File: src/rtl/enigma_pkg.sv
// Shared types, rotor wirings and constants for the Enigma keystroke datapath.
// Tables are 0-based: entry i is the contact that position i is wired to.
package enigma_pkg;

    localparam logic [4:0] LETTER_MIN = 5'd1;
    localparam logic [4:0] LETTER_MAX = 5'd26;
    localparam logic [4:0] DEF_NOTCH0 = 5'd21;
    localparam logic [4:0] DEF_NOTCH1 = 5'd4;

    typedef enum logic [3:0] {
        ST_IDLE, ST_STEP, ST_FWD0, ST_FWD1, ST_FWD2,
        ST_REFL, ST_BWD2, ST_BWD1, ST_BWD0, ST_DONE
    } state_e;

    typedef enum logic [1:0] {ROT_III = 2'd0, ROT_II = 2'd1, ROT_I = 2'd2} rotor_e;
    typedef enum logic {DIR_FWD = 1'b0, DIR_BWD = 1'b1} dir_e;

    typedef logic [4:0] rtbl_t [26];

    localparam rtbl_t ROTOR_I = '{5'd4, 5'd10, 5'd12, 5'd5, 5'd11, 5'd6, 5'd3, 5'd16, 5'd21,
        5'd25, 5'd13, 5'd19, 5'd14, 5'd22, 5'd24, 5'd7, 5'd23, 5'd20, 5'd18, 5'd15, 5'd0,
        5'd8, 5'd1, 5'd17, 5'd2, 5'd9};
    localparam rtbl_t ROTOR_I_INV = '{5'd20, 5'd22, 5'd24, 5'd6, 5'd0, 5'd3, 5'd5, 5'd15,
        5'd21, 5'd25, 5'd1, 5'd4, 5'd2, 5'd10, 5'd12, 5'd19, 5'd7, 5'd23, 5'd18, 5'd11,
        5'd17, 5'd8, 5'd13, 5'd16, 5'd14, 5'd9};
    localparam rtbl_t ROTOR_II = '{5'd0, 5'd9, 5'd3, 5'd10, 5'd18, 5'd8, 5'd17, 5'd20,
        5'd23, 5'd1, 5'd11, 5'd7, 5'd22, 5'd19, 5'd12, 5'd2, 5'd16, 5'd6, 5'd25, 5'd13,
        5'd15, 5'd24, 5'd5, 5'd21, 5'd14, 5'd4};
    localparam rtbl_t ROTOR_II_INV = '{5'd0, 5'd9, 5'd15, 5'd2, 5'd25, 5'd22, 5'd17, 5'd11,
        5'd5, 5'd1, 5'd3, 5'd10, 5'd14, 5'd19, 5'd24, 5'd20, 5'd16, 5'd6, 5'd4, 5'd13,
        5'd7, 5'd23, 5'd12, 5'd8, 5'd21, 5'd18};
    localparam rtbl_t ROTOR_III = '{5'd1, 5'd3, 5'd5, 5'd7, 5'd9, 5'd11, 5'd2, 5'd15,
        5'd17, 5'd19, 5'd23, 5'd21, 5'd25, 5'd13, 5'd24, 5'd4, 5'd8, 5'd22, 5'd6, 5'd0,
        5'd10, 5'd12, 5'd20, 5'd18, 5'd16, 5'd14};
    localparam rtbl_t ROTOR_III_INV = '{5'd19, 5'd0, 5'd6, 5'd1, 5'd15, 5'd2, 5'd18, 5'd3,
        5'd16, 5'd4, 5'd20, 5'd5, 5'd21, 5'd13, 5'd25, 5'd7, 5'd24, 5'd8, 5'd23, 5'd9,
        5'd22, 5'd11, 5'd17, 5'd10, 5'd14, 5'd12};

    function automatic logic is_letter(logic [4:0] c);
        return (c >= LETTER_MIN) && (c <= LETTER_MAX);
    endfunction

    function automatic logic [4:0] clamp_pos(logic [4:0] p);
        return (p > 5'd25) ? 5'd0 : p;
    endfunction

    function automatic logic [4:0] inc_pos(logic [4:0] p);
        return (p == 5'd25) ? 5'd0 : p + 5'd1;
    endfunction

    function automatic logic [4:0] rotor_tbl(rotor_e r, dir_e d, logic [4:0] idx);
        logic [4:0] i;
        logic [4:0] v;
        i = (idx > 5'd25) ? 5'd0 : idx;
        case (r)
            ROT_I:   v = (d == DIR_FWD) ? ROTOR_I[i]   : ROTOR_I_INV[i];
            ROT_II:  v = (d == DIR_FWD) ? ROTOR_II[i]  : ROTOR_II_INV[i];
            default: v = (d == DIR_FWD) ? ROTOR_III[i] : ROTOR_III_INV[i];
        endcase
        return v;
    endfunction

endpackage

File: src/rtl/enigma_key_ctrl_if.sv
// Keyboard-side and lampboard-side handshakes plus rotor load/observe signals.
// master = keyboard/lampboard environment, slave = key controller.
interface enigma_key_ctrl_if;
    logic        in_valid;
    logic        in_ready;
    logic [4:0]  in_letter;
    logic        out_valid;
    logic        out_ready;
    logic [4:0]  out_letter;
    logic        load;
    logic [14:0] load_pos;
    logic [14:0] pos;
    logic        err;

    modport master (
        output in_valid, in_letter, out_ready, load, load_pos,
        input  in_ready, out_valid, out_letter, pos, err
    );

    modport slave (
        input  in_valid, in_letter, out_ready, load, load_pos,
        output in_ready, out_valid, out_letter, pos, err
    );
endinterface

File: src/rtl/enigma_rotor_sub.sv
// Single rotor pass: offset by position, look up forward or inverse wiring, undo offset.
// Latency: combinational, zero cycles.
// Backpressure: none; pure function of its inputs.
module enigma_rotor_sub
    import enigma_pkg::*;
(
    input  logic [4:0] letter,
    input  logic [4:0] position,
    input  rotor_e     rotor,
    input  dir_e       dir,
    output logic [4:0] result
);

    logic [5:0] idx_raw;
    logic [4:0] idx;
    logic [4:0] tap;
    logic [5:0] diff_raw;
    logic [4:0] diff;

    // letter is 1-based, tables are 0-based; both mod-26 wraps need only one subtract
    always_comb begin
        idx_raw  = {1'b0, letter} + {1'b0, position} - 6'd1;
        idx      = (idx_raw >= 6'd26) ? 5'(idx_raw - 6'd26) : idx_raw[4:0];
        tap      = rotor_tbl(rotor, dir, idx);
        diff_raw = {1'b0, tap} + 6'd26 - {1'b0, position};
        diff     = (diff_raw >= 6'd26) ? 5'(diff_raw - 6'd26) : diff_raw[4:0];
        result   = diff + 5'd1;
    end

endmodule

File: src/rtl/enigma_key_ctrl.sv
// Keystroke controller: steps rotors, then runs 7 passes through one shared rotor unit (ENIGMA_DOUBLE_STEP_EN enables double-step).
// Latency: out_valid rises 9 cycles after the acceptance cycle; one letter per 10 cycles at best.
// Backpressure: result held in DONE until out_ready; in_ready low whenever not IDLE.
module enigma_key_ctrl
    import enigma_pkg::*;
#(
    parameter logic [4:0] NOTCH0 = DEF_NOTCH0,
    parameter logic [4:0] NOTCH1 = DEF_NOTCH1
) (
    input logic               clk,
    input logic               rst,
    enigma_key_ctrl_if.slave  bus
);

    state_e      state_q, state_d;
    logic [4:0]  w_q, w_d;
    logic [14:0] pos_q, pos_d;
    logic        out_valid_q, out_valid_d;
    logic [4:0]  out_letter_q, out_letter_d;
    logic        err_q, err_d;

    logic [4:0]  pos_l, pos_m, pos_r;
    logic        mid_step, left_step;
    rotor_e      sub_rotor;
    dir_e        sub_dir;
    logic [4:0]  sub_pos;
    logic [4:0]  sub_out;
    logic [4:0]  refl;

    assign pos_l = pos_q[14:10];
    assign pos_m = pos_q[9:5];
    assign pos_r = pos_q[4:0];

`ifdef ENIGMA_DOUBLE_STEP_EN
    // middle rotor sitting on its notch drags itself and the left rotor along
    assign mid_step  = (pos_r == NOTCH0) || (pos_m == NOTCH1);
    assign left_step = (pos_m == NOTCH1);
`else
    assign mid_step  = (pos_r == NOTCH0);
    assign left_step = mid_step && (pos_m == NOTCH1);
`endif

    assign refl = (w_q > 5'd13) ? w_q - 5'd13 : w_q + 5'd13;

    always_comb begin
        sub_rotor = ROT_III;
        sub_dir   = DIR_FWD;
        sub_pos   = pos_r;
        case (state_q)
            ST_FWD1, ST_BWD1: begin sub_rotor = ROT_II; sub_pos = pos_m; end
            ST_FWD2, ST_BWD2: begin sub_rotor = ROT_I;  sub_pos = pos_l; end
            default: ;
        endcase
        if (state_q == ST_BWD2 || state_q == ST_BWD1 || state_q == ST_BWD0)
            sub_dir = DIR_BWD;
    end

    enigma_rotor_sub u_sub (
        .letter   (w_q),
        .position (sub_pos),
        .rotor    (sub_rotor),
        .dir      (sub_dir),
        .result   (sub_out)
    );

    always_comb begin
        state_d      = state_q;
        w_d          = w_q;
        pos_d        = pos_q;
        out_valid_d  = out_valid_q;
        out_letter_d = out_letter_q;
        err_d        = 1'b0;
        case (state_q)
            ST_IDLE: begin
                if (bus.load) begin
                    pos_d = {clamp_pos(bus.load_pos[14:10]), clamp_pos(bus.load_pos[9:5]),
                             clamp_pos(bus.load_pos[4:0])};
                end else if (bus.in_valid) begin
                    if (is_letter(bus.in_letter)) begin
                        w_d     = bus.in_letter;
                        state_d = ST_STEP;
                    end else begin
                        err_d = 1'b1;
                    end
                end
            end
            ST_STEP: begin
                pos_d = {left_step ? inc_pos(pos_l) : pos_l,
                         mid_step  ? inc_pos(pos_m) : pos_m,
                         inc_pos(pos_r)};
                state_d = ST_FWD0;
            end
            ST_FWD0: begin w_d = sub_out; state_d = ST_FWD1; end
            ST_FWD1: begin w_d = sub_out; state_d = ST_FWD2; end
            ST_FWD2: begin w_d = sub_out; state_d = ST_REFL; end
            ST_REFL: begin w_d = refl;    state_d = ST_BWD2; end
            ST_BWD2: begin w_d = sub_out; state_d = ST_BWD1; end
            ST_BWD1: begin w_d = sub_out; state_d = ST_BWD0; end
            ST_BWD0: begin
                w_d          = sub_out;
                out_letter_d = sub_out;
                out_valid_d  = 1'b1;
                state_d      = ST_DONE;
            end
            ST_DONE: begin
                if (bus.out_ready) begin
                    out_valid_d = 1'b0;
                    state_d     = ST_IDLE;
                end
            end
            default: state_d = ST_IDLE;
        endcase
    end

    always_ff @(posedge clk or posedge rst) begin
        if (rst) begin
            state_q      <= ST_IDLE;
            w_q          <= 5'd0;
            pos_q        <= 15'd0;
            out_valid_q  <= 1'b0;
            out_letter_q <= 5'd0;
            err_q        <= 1'b0;
        end else begin
            state_q      <= state_d;
            w_q          <= w_d;
            pos_q        <= pos_d;
            out_valid_q  <= out_valid_d;
            out_letter_q <= out_letter_d;
            err_q        <= err_d;
        end
    end

    assign bus.in_ready   = (state_q == ST_IDLE);
    assign bus.out_valid  = out_valid_q;
    assign bus.out_letter = out_letter_q;
    assign bus.pos        = pos_q;
    assign bus.err        = err_q;

endmodule

File: src/flat_wrapper.sv
// flat-port wrapper written by rule: the top's interface ports become plain ports
module enigma_key_ctrl_flat import enigma_pkg::*;
#(
    parameter logic [4:0] NOTCH0 = DEF_NOTCH0,
    parameter logic [4:0] NOTCH1 = DEF_NOTCH1
)
  (clk, rst, bus_in_valid, bus_in_letter, bus_out_ready, bus_load, bus_load_pos, bus_in_ready, bus_out_valid, bus_out_letter, bus_pos, bus_err);
  enigma_key_ctrl_if bus_i ();
  input logic clk;
  input logic rst;
  input wire logic [$bits(bus_i.in_valid)-1:0] bus_in_valid;
  input wire logic [$bits(bus_i.in_letter)-1:0] bus_in_letter;
  input wire logic [$bits(bus_i.out_ready)-1:0] bus_out_ready;
  input wire logic [$bits(bus_i.load)-1:0] bus_load;
  input wire logic [$bits(bus_i.load_pos)-1:0] bus_load_pos;
  output wire logic [$bits(bus_i.in_ready)-1:0] bus_in_ready;
  output wire logic [$bits(bus_i.out_valid)-1:0] bus_out_valid;
  output wire logic [$bits(bus_i.out_letter)-1:0] bus_out_letter;
  output wire logic [$bits(bus_i.pos)-1:0] bus_pos;
  output wire logic [$bits(bus_i.err)-1:0] bus_err;
  assign bus_i.in_valid = bus_in_valid;
  assign bus_i.in_letter = bus_in_letter;
  assign bus_i.out_ready = bus_out_ready;
  assign bus_i.load = bus_load;
  assign bus_i.load_pos = bus_load_pos;
  assign bus_in_ready = bus_i.in_ready;
  assign bus_out_valid = bus_i.out_valid;
  assign bus_out_letter = bus_i.out_letter;
  assign bus_pos = bus_i.pos;
  assign bus_err = bus_i.err;
  enigma_key_ctrl #(.NOTCH0(NOTCH0), .NOTCH1(NOTCH1)) u_core (.clk(clk), .rst(rst), .bus(bus_i));
endmodule
File: config.mk
export PLATFORM = sky130hd
export DESIGN_NAME = enigma_key_ctrl_flat
export DESIGN_NICKNAME = d
export VERILOG_FILES = /design/src/rtl/enigma_pkg.sv /design/src/rtl/enigma_key_ctrl_if.sv /design/src/rtl/enigma_rotor_sub.sv /design/src/rtl/enigma_key_ctrl.sv /design/src/flat_wrapper.sv
export SDC_FILE = /design/constraint.sdc
export NUM_CORES = 1
export LEC_CHECK = 0
export CORE_MARGIN = 4
export CORE_UTILIZATION = 30
export DETAILED_ROUTE_END_ITERATION = 6
export PLACE_DENSITY = 0.55
export SLEW_MARGIN = 25
export SYNTH_ARGS = -nofsm -noshare
export SYNTH_HDL_FRONTEND = slang
export SYNTH_SLANG_ARGS = --single-unit
File: constraint.sdc
create_clock -name clk -period 11.1 [get_ports clk]
set_input_delay 2.22 -clock clk [delete_from_list [all_inputs] [get_ports clk]]
set_output_delay 2.22 -clock clk [all_outputs]
set_load 0.02 [all_outputs]
# After elaboration in Yosys (flattened, before gate mapping)
# Memories as Yosys holds them, arrays and structs flattened.
# Cells that the tools add are included.
# word_totals
output_inout_bits	23
mem_count	6
register_bits	31
inputBits	25
romBits	960
# mem_list
memory	words	word_bits	read_ports	rd_clocked_by_memory_dff	wr	line_no	text
(no name shown)	32	5	1	0	0	enigma_pkg.sv:58	default: v = (d == DIR_FWD) ? ROTOR_III[i] : ROTOR_III_INV[i];
(no name shown)	32	5	1	0	0	enigma_pkg.sv:58	
(no name shown)	32	5	1	0	0	enigma_pkg.sv:57	ROT_II: v = (d == DIR_FWD) ? ROTOR_II[i] : ROTOR_II_INV[i];
(no name shown)	32	5	1	0	0	enigma_pkg.sv:57	
(no name shown)	32	5	1	0	0	enigma_pkg.sv:56	ROT_I: v = (d == DIR_FWD) ? ROTOR_I[i] : ROTOR_I_INV[i];
(no name shown)	32	5	1	0	0	enigma_pkg.sv:56	
# classes
n_eq_ne	23
bitwise	1
n_mux	48
addsub	12
magnitude_cmp	10
reduce_logical	17
# op_table
cell	count
5-bit 2-to-1 mux	30
4-bit one-hot mux with 10 select lines	1
15-bit one-hot mux with 2 select lines	1
5-bit by 1-bit adder with 5-bit output, second input constant	4
5-bit == test, second input constant	4
5-bit > comparator, second input constant	4
5-bit one-hot mux with 2 select lines	2
4-bit by 3-bit == test with 1-bit output, second input constant	4
4-bit 2-to-1 mux	4
15-bit 2-to-1 mux	1
5-bit one-hot mux with 3 select lines	1
6-bit by 5-bit greater-or-equal comparator with 1-bit output, second input constant	2
5-bit subtractor, second input constant	2
4-bit by 2-bit == test with 1-bit output, second input constant	2
4-bit == test, second input constant	2
2-bit != test, second input constant	4
4-bit AND reduction	2
5-bit by 5-bit adder with 6-bit output	1
5-bit by 5-bit adder with 6-bit output, second input constant	1
6-bit greater-or-equal comparator, second input constant	1
1-bit 2-to-1 mux	6
2-bit by 1-bit != test with 1-bit output, second input constant	3
5-bit inverter with 6-bit output	1
3-bit AND reduction	2
21 further kinds	26

# Depth between registers and ports, before layout
# depth
depth_word	21
mapped_depth	44
depth_no_buf	40

# By module
# Synthesis repeated with hierarchy kept, for this count alone.
# hier_totals
cells_unflattened	666
area_unflattened_um2	5077.4
# by_module_without_submodules
module	n_inst	seq_area_each_um2	cells_each	area_each_um2
enigma_rotor_sub	1	0.0	385	2750.1
enigma_key_ctrl	1	775.7	281	2327.2

# Worst setup path before layout
# No wires, ideal clock.
# synth_path
kind	register to register
startpoint	register u_core.state_q[0]
endpoint	register u_core.w_q[4]
t_required_ps	10975
path_buffers	5
stages_incl_launch_ff	40
setup_ps	125
arrival_time_ps	8863
setup_slack_ps	2112
path_cell_list	dfrtp_1 > clkbuf_1 > nor3b_1 > inv_1 > ha_1 > clkbuf_1 > o21ai_0 > inv_1 > ha_1 > inv_1 > ha_1 > fa_1 > inv_1 > ha_1 > clkbuf_1 > nand2_1 > a211oi_1 > o21ai_0 > [4 not listed] > or3_1 > a21oi_1 > o31ai_1 > a211o_1 > a32o_1 > ha_1 > inv_1 > ha_1 > fa_1 > a21o_1 > a21oi_1 > xnor2_1 > a21oi_1 > mux2_2 > nor4_1 > xnor2_1 > o21ai_0 > mux2_2
# synth_between
elab_chain_cells	21
word_cells_on_any_way	60
cone_classes	add/sub (7); order compare (3); eq/ne (12); mux (23); bitwise (1); reduce/logical (8); memory (6)
# synth_rtl
item	line_no	text
start: declaration	enigma_key_ctrl.sv:15	state_e state_q, state_d;
start signal: assignment	enigma_key_ctrl.sv:124	state_q <= state_d;
4-bit by 3-bit == test with 1-bit output (tied with other cells)	enigma_key_ctrl.sv:49, enigma_key_ctrl.sv:73	
2-bit OR reduction	enigma_key_ctrl.sv:49	case (state_q)
5-bit one-hot mux with 2 select lines	enigma_key_ctrl.sv:49	
5-bit by 5-bit adder with 6-bit output	enigma_rotor_sub.sv:22	idx_raw = {1'b0, letter} + {1'b0, position} - 6'd1;
6-bit by 1-bit subtractor with 6-bit output	enigma_rotor_sub.sv:22	
5-bit subtractor / 6-bit by 5-bit greater-or-equal comparator with 1-bit output (equally long branches)	enigma_rotor_sub.sv:23	idx = (idx_raw >= 6'd26) ? 5'(idx_raw - 6'd26) : idx_raw[4:0];
5-bit 2-to-1 mux	enigma_rotor_sub.sv:23	
5-bit > comparator	enigma_pkg.sv:54	i = (idx > 5'd25) ? 5'd0 : idx;
[3 not listed]	n/a	
5-bit 2-to-1 mux, on equally long branches (3 in series)	enigma_pkg.sv:58, enigma_pkg.sv:56, enigma_pkg.sv:57	
5-bit one-hot mux with 2 select lines	enigma_pkg.sv:55	case (r)
5-bit by 5-bit adder with 6-bit output	enigma_rotor_sub.sv:25	diff_raw = {1'b0, tap} + 6'd26 - {1'b0, position};
6-bit by 5-bit subtractor with 6-bit output	enigma_rotor_sub.sv:25	
5-bit subtractor / 6-bit by 5-bit greater-or-equal comparator with 1-bit output (equally long branches)	enigma_rotor_sub.sv:26	diff = (diff_raw >= 6'd26) ? 5'(diff_raw - 6'd26) : diff_raw[4:0];
5-bit 2-to-1 mux	enigma_rotor_sub.sv:26	
5-bit by 1-bit adder with 5-bit output	enigma_rotor_sub.sv:27	result = diff + 5'd1;
5-bit one-hot mux with 3 select lines	enigma_key_ctrl.sv:73	case (state_q)
end signal: assignment	enigma_key_ctrl.sv:125	w_q <= w_d;
end: declaration	enigma_key_ctrl.sv:16	logic [4:0] w_q, w_d;
# Parallel ways exist; a longest one is shown, timed or not. The select of a mux whose other input is x is not followed.
# A chain may end at the register's enable or synchronous reset.

# Worst setup path after layout
# Ends and elaborated chain as after synthesis.

==> results.txt <==
The flow ran to the end, and the final reports show no timing, DRC or antenna violations. The routed wire length per instance came out at between 15 and 20 um. The tree is rooted in a sky130_fd_sc_hd__clkbuf_16.

The fraction of synthesized cell area taken by the top area cell type came out at between 15 and 20%. The worst endpoint data arrival time is roughly 10,000 ps. The area growth from synthesis to layout is 15.5%. The minimum setup slack after placement came out at around 940 ps. Counting I/O delays and the setup requirement, the final critical path takes 10,300 ps. The startpoint identified for the worst register-to-register timing path is u_core.state_q[0]$_DFFE_PP0P_. The final layout contains between 700 and 800 nets. The final clock period utilization by the worst path came out at between 90% and 100%. The critical path capture point type is a flip-flop. The sequential element share of the synthesized area came out at 15.6%. Synthesis inferred 31 register bits. The count of yosys warnings during synthesis is 0. Along the worst path, the maximum fanout reaches 14. The cell count after synthesis is about 700. The number of nets still failing antenna checks after routing came out at 0.

In this run the tightest slew margin relative to its limit is between 20% and 30%. The clock transition time at the flip-flop clock pins of the worst setup and hold paths is roughly 60 ps. The sink count of the clock tree is 31. The area inside the core boundary came out at 16,100 um2. The quantity of hold-fixing buffers added after cts is 0.

The number of post-CTS setup repair buffers came out at 0. Leaving out filler cells and counting taps, the final layout contains a little over 900. The first global-routing pass estimated approximately 29,000 um of wire.

In the final layout, the share of cells above drive strength 1 is approximately 5.3%. The chip height came out at between 100 and 150 um. The class of the most critical setup path is reg2reg. Measured on the finished design, the core utilization comes to between 30% and 40%. The highest clock rate came out at roughly 97 MHz. The area of the die came out at 18,700 um2. The initial antenna violation count is 0. The maximum level of the CTS H-tree came out at 2. In the post-synthesis netlist, the cell with the most instances is sky130_fd_sc_hd__a21oi_1. TritonCTS built the clock tree. The maximum buffer depth of the clock tree is 2. The largest stage delay on the critical path came out at approximately 680 ps.

Dividing the synthesized area by the synthesized cell count gives about 7.3 um2. The final wirelength is between 15,000 and 20,000 um. Counting flops with a built-in enable in the synthesized netlist gives 0. The max-cap violation count is 0. The number of design rule violations left after detail routing came out at 0. The master of the slowest instance on the critical path is sky130_fd_sc_hd__nor3b_1. The final setup violation count came out at 0. The congestion estimate from routability-driven global placement came to a little under 1.

The class of the tightest hold or removal check is reg2reg. Sorting the synthesized cells by area gives the leading types as sky130_fd_sc_hd__dfrtp_1, sky130_fd_sc_hd__ha_1, sky130_fd_sc_hd__a21oi_1. Counting instances in the post-synthesis netlist gives the leading cell types as sky130_fd_sc_hd__a21oi_1, sky130_fd_sc_hd__o21ai_0, sky130_fd_sc_hd__nor2_1.

On the final layout, the worst clock skew is 7.86 ps. The number of endpoints with negative hold slack in the final report came out at 0. The via count of the first global-routing pass is around 5,300. The multi-input combinational cells in the finished layout cover a total of 3820 um2. The number of clock buffers inserted by TritonCTS is 5. The count of buffers added on input and output ports is 47. The share of synthesized registers carrying an async set or reset is between 90% and 100%.

By instance count, the cell type seen most on the critical path is sky130_fd_sc_hd__ha_1. The placement row count came out at 46. At the pin with the least slew margin, the transition time is ~1100 ps. The synthesized netlist net count is between 700 and 800.

The number of antenna cells inserted came out at 0. The distinct cell type count of the synthesized netlist is 78. The required time of the critical path is ~11,000 ps. The startpoint class of the critical path is a flip-flop. After global routing the overflow that remains totals 0. The startpoint identified for the worst hold timing path is u_core.bus.out_valid$_DFFE_PP0P_. The total count of max-transition violations in the final report is 0. After clock tree synthesis, the repair step resized 0 gates. The routed layout has ~5,600 vias. The most critical setup path has its startpoint at u_core.state_q[0]$_DFFE_PP0P_. The first detailed-routing pass took 5 iterations. The die is around 140 um wide.

The global routing usage summed across all routing layers is about a fifth. The setup TNS after final layout is 0 ps. The total area of sequential cells is just under 800 um2. The total standard cell area after synthesis came out at between 4000 and 5000 um2. The biggest area contributor in the post-synthesis netlist is sky130_fd_sc_hd__dfrtp_1. The pin count of the biggest net entering global routing is 36. In the post-route analysis, the smallest setup slack over all paths is approximately 800 ps. The insertion delay to the later sink of the worst-skew pair is between 200 and 300 ps.

The total I/O pin count came out at 48. The vias per cell came out at 6.15. The total half-perimeter wirelength after legalization and detailed placement came out at 13,500 um.

The cell count after placement is between 900 and 1,000. The initial cell density of the core is slightly above 30%. The violation count after the first detailed-route iteration came out at 646.

Setup repair after global routing left no endpoint under its margin. The primary flip-flop cell chosen by synthesis mapping is sky130_fd_sc_hd__dfrtp_1. After filler insertion, the fill cell instance count of the layout stands at 1,675.
final cells by class:
type,count,share of cell area [%]
Tap cell,216,4.71
Timing Repair Buffer,54,9.11
Sequential cell,31,13.5
Multi-Input combinational cell,561,66.6
Clock buffer,5,2.18
Clock inverter,3,0.763
Inverter,48,3.14
worst max-delay path, delay by kind of cell (launching register included):
family                   cells  cell delay, ps
adder cells (fa/ha/maj)      8            2880
AO/OA/AOI/OAI                9            2320
AND/OR/NAND/NOR              5            1850
XOR/XNOR                     4            1440
multiplexers                 2             700
flip-flops                   1             500
buffers and inverters        5             470
stage by stage:
step / hold WS [ps] / instance area (um2)
after floorplan: 521 / 4970
after CTS: 480 / 5740
final: 476 / 5740
after global placement: 467 / 5570
after global routing: 504 / 5740
after detailed placement: 467 / 5570
logic make-up after synthesis:
group	Yosys count	share of synthesized area [%]
adder cells (fa/ha/maj)	44	11.4
AND/OR/NAND/NOR	215	22.2
XOR/XNOR	16	2.82
multiplexers	10	2.22
buffers and inverters	90	7.53
AO/OA/AOI/OAI	276	38.2
flip-flops	31	15.6
final timing paths:
path	endpoint	slack [ps]	cells after the start
max	u_core.w_q[4]$_DFFE_PP0P_	800	33
min in group asynchronous	u_core.bus.pos[7]$_DFFE_PP0P_	2330	3
max reg2reg	u_core.w_q[4]$_DFFE_PP0P_	800	33
max in group asynchronous	u_core.bus.pos[2]$_DFFE_PP0P_	8460	3
min	u_core.bus.out_valid$_DFFE_PP0P_	480	1
min reg2reg	u_core.bus.out_valid$_DFFE_PP0P_	480	1
layout by cell type, fill, tap and decap left out, drive strengths merged, types with 4 or more instances in the layout:
cell,netlist,layout
a211o,9,9
a211oi,20,20
a21o,11,11
a21oi,68,68
a221oi,4,4
a22oi,9,9
a311oi,5,5
a31oi,11,11
and2,4,4
and3,10,10
buf,15,7
clkbuf,27,5
clkdlybuf4s50,0,47
dfrtp,31,31
ha,42,42
inv,47,47
mux2,5,5
mux2i,5,5
nand2,49,49
nand2b,4,4
nand3,21,21
nand4,11,11
nand4b,4,4
nor2,49,49
nor3,25,25
nor3b,5,5
nor4,8,8
o211ai,9,9
o21a,8,8
o21ai,67,67
o22ai,4,4
o311ai,6,6
o31ai,6,6
o41ai,4,4
or2,5,5
or3,7,7
xnor2,11,11
xor2,5,5
routing by layer:
layer | up-vias | GRT usage [%] | wire length [um]
met4 | 0 | 4.65 | 385
met5 | - | 0 | 0
met1 | 2660 | 25.8 | 7840
li1 | 2630 | - | -
met3 | 51 | 3.20 | 1630
met2 | 301 | 31.1 | 8210
flip-flops by register name, summed over array words and instances, names as in the netlist:
signal	flops
u_core.w_q	5
u_core.state_q	4
u_core.bus.pos	15
u_core.bus.out_letter	5
u_core.bus.err	1
u_core.bus.out_valid	1
Power is left out: the tool's default activity adds up to more than one toggle a clock period on the data nets, which glitch-free logic cannot reach.
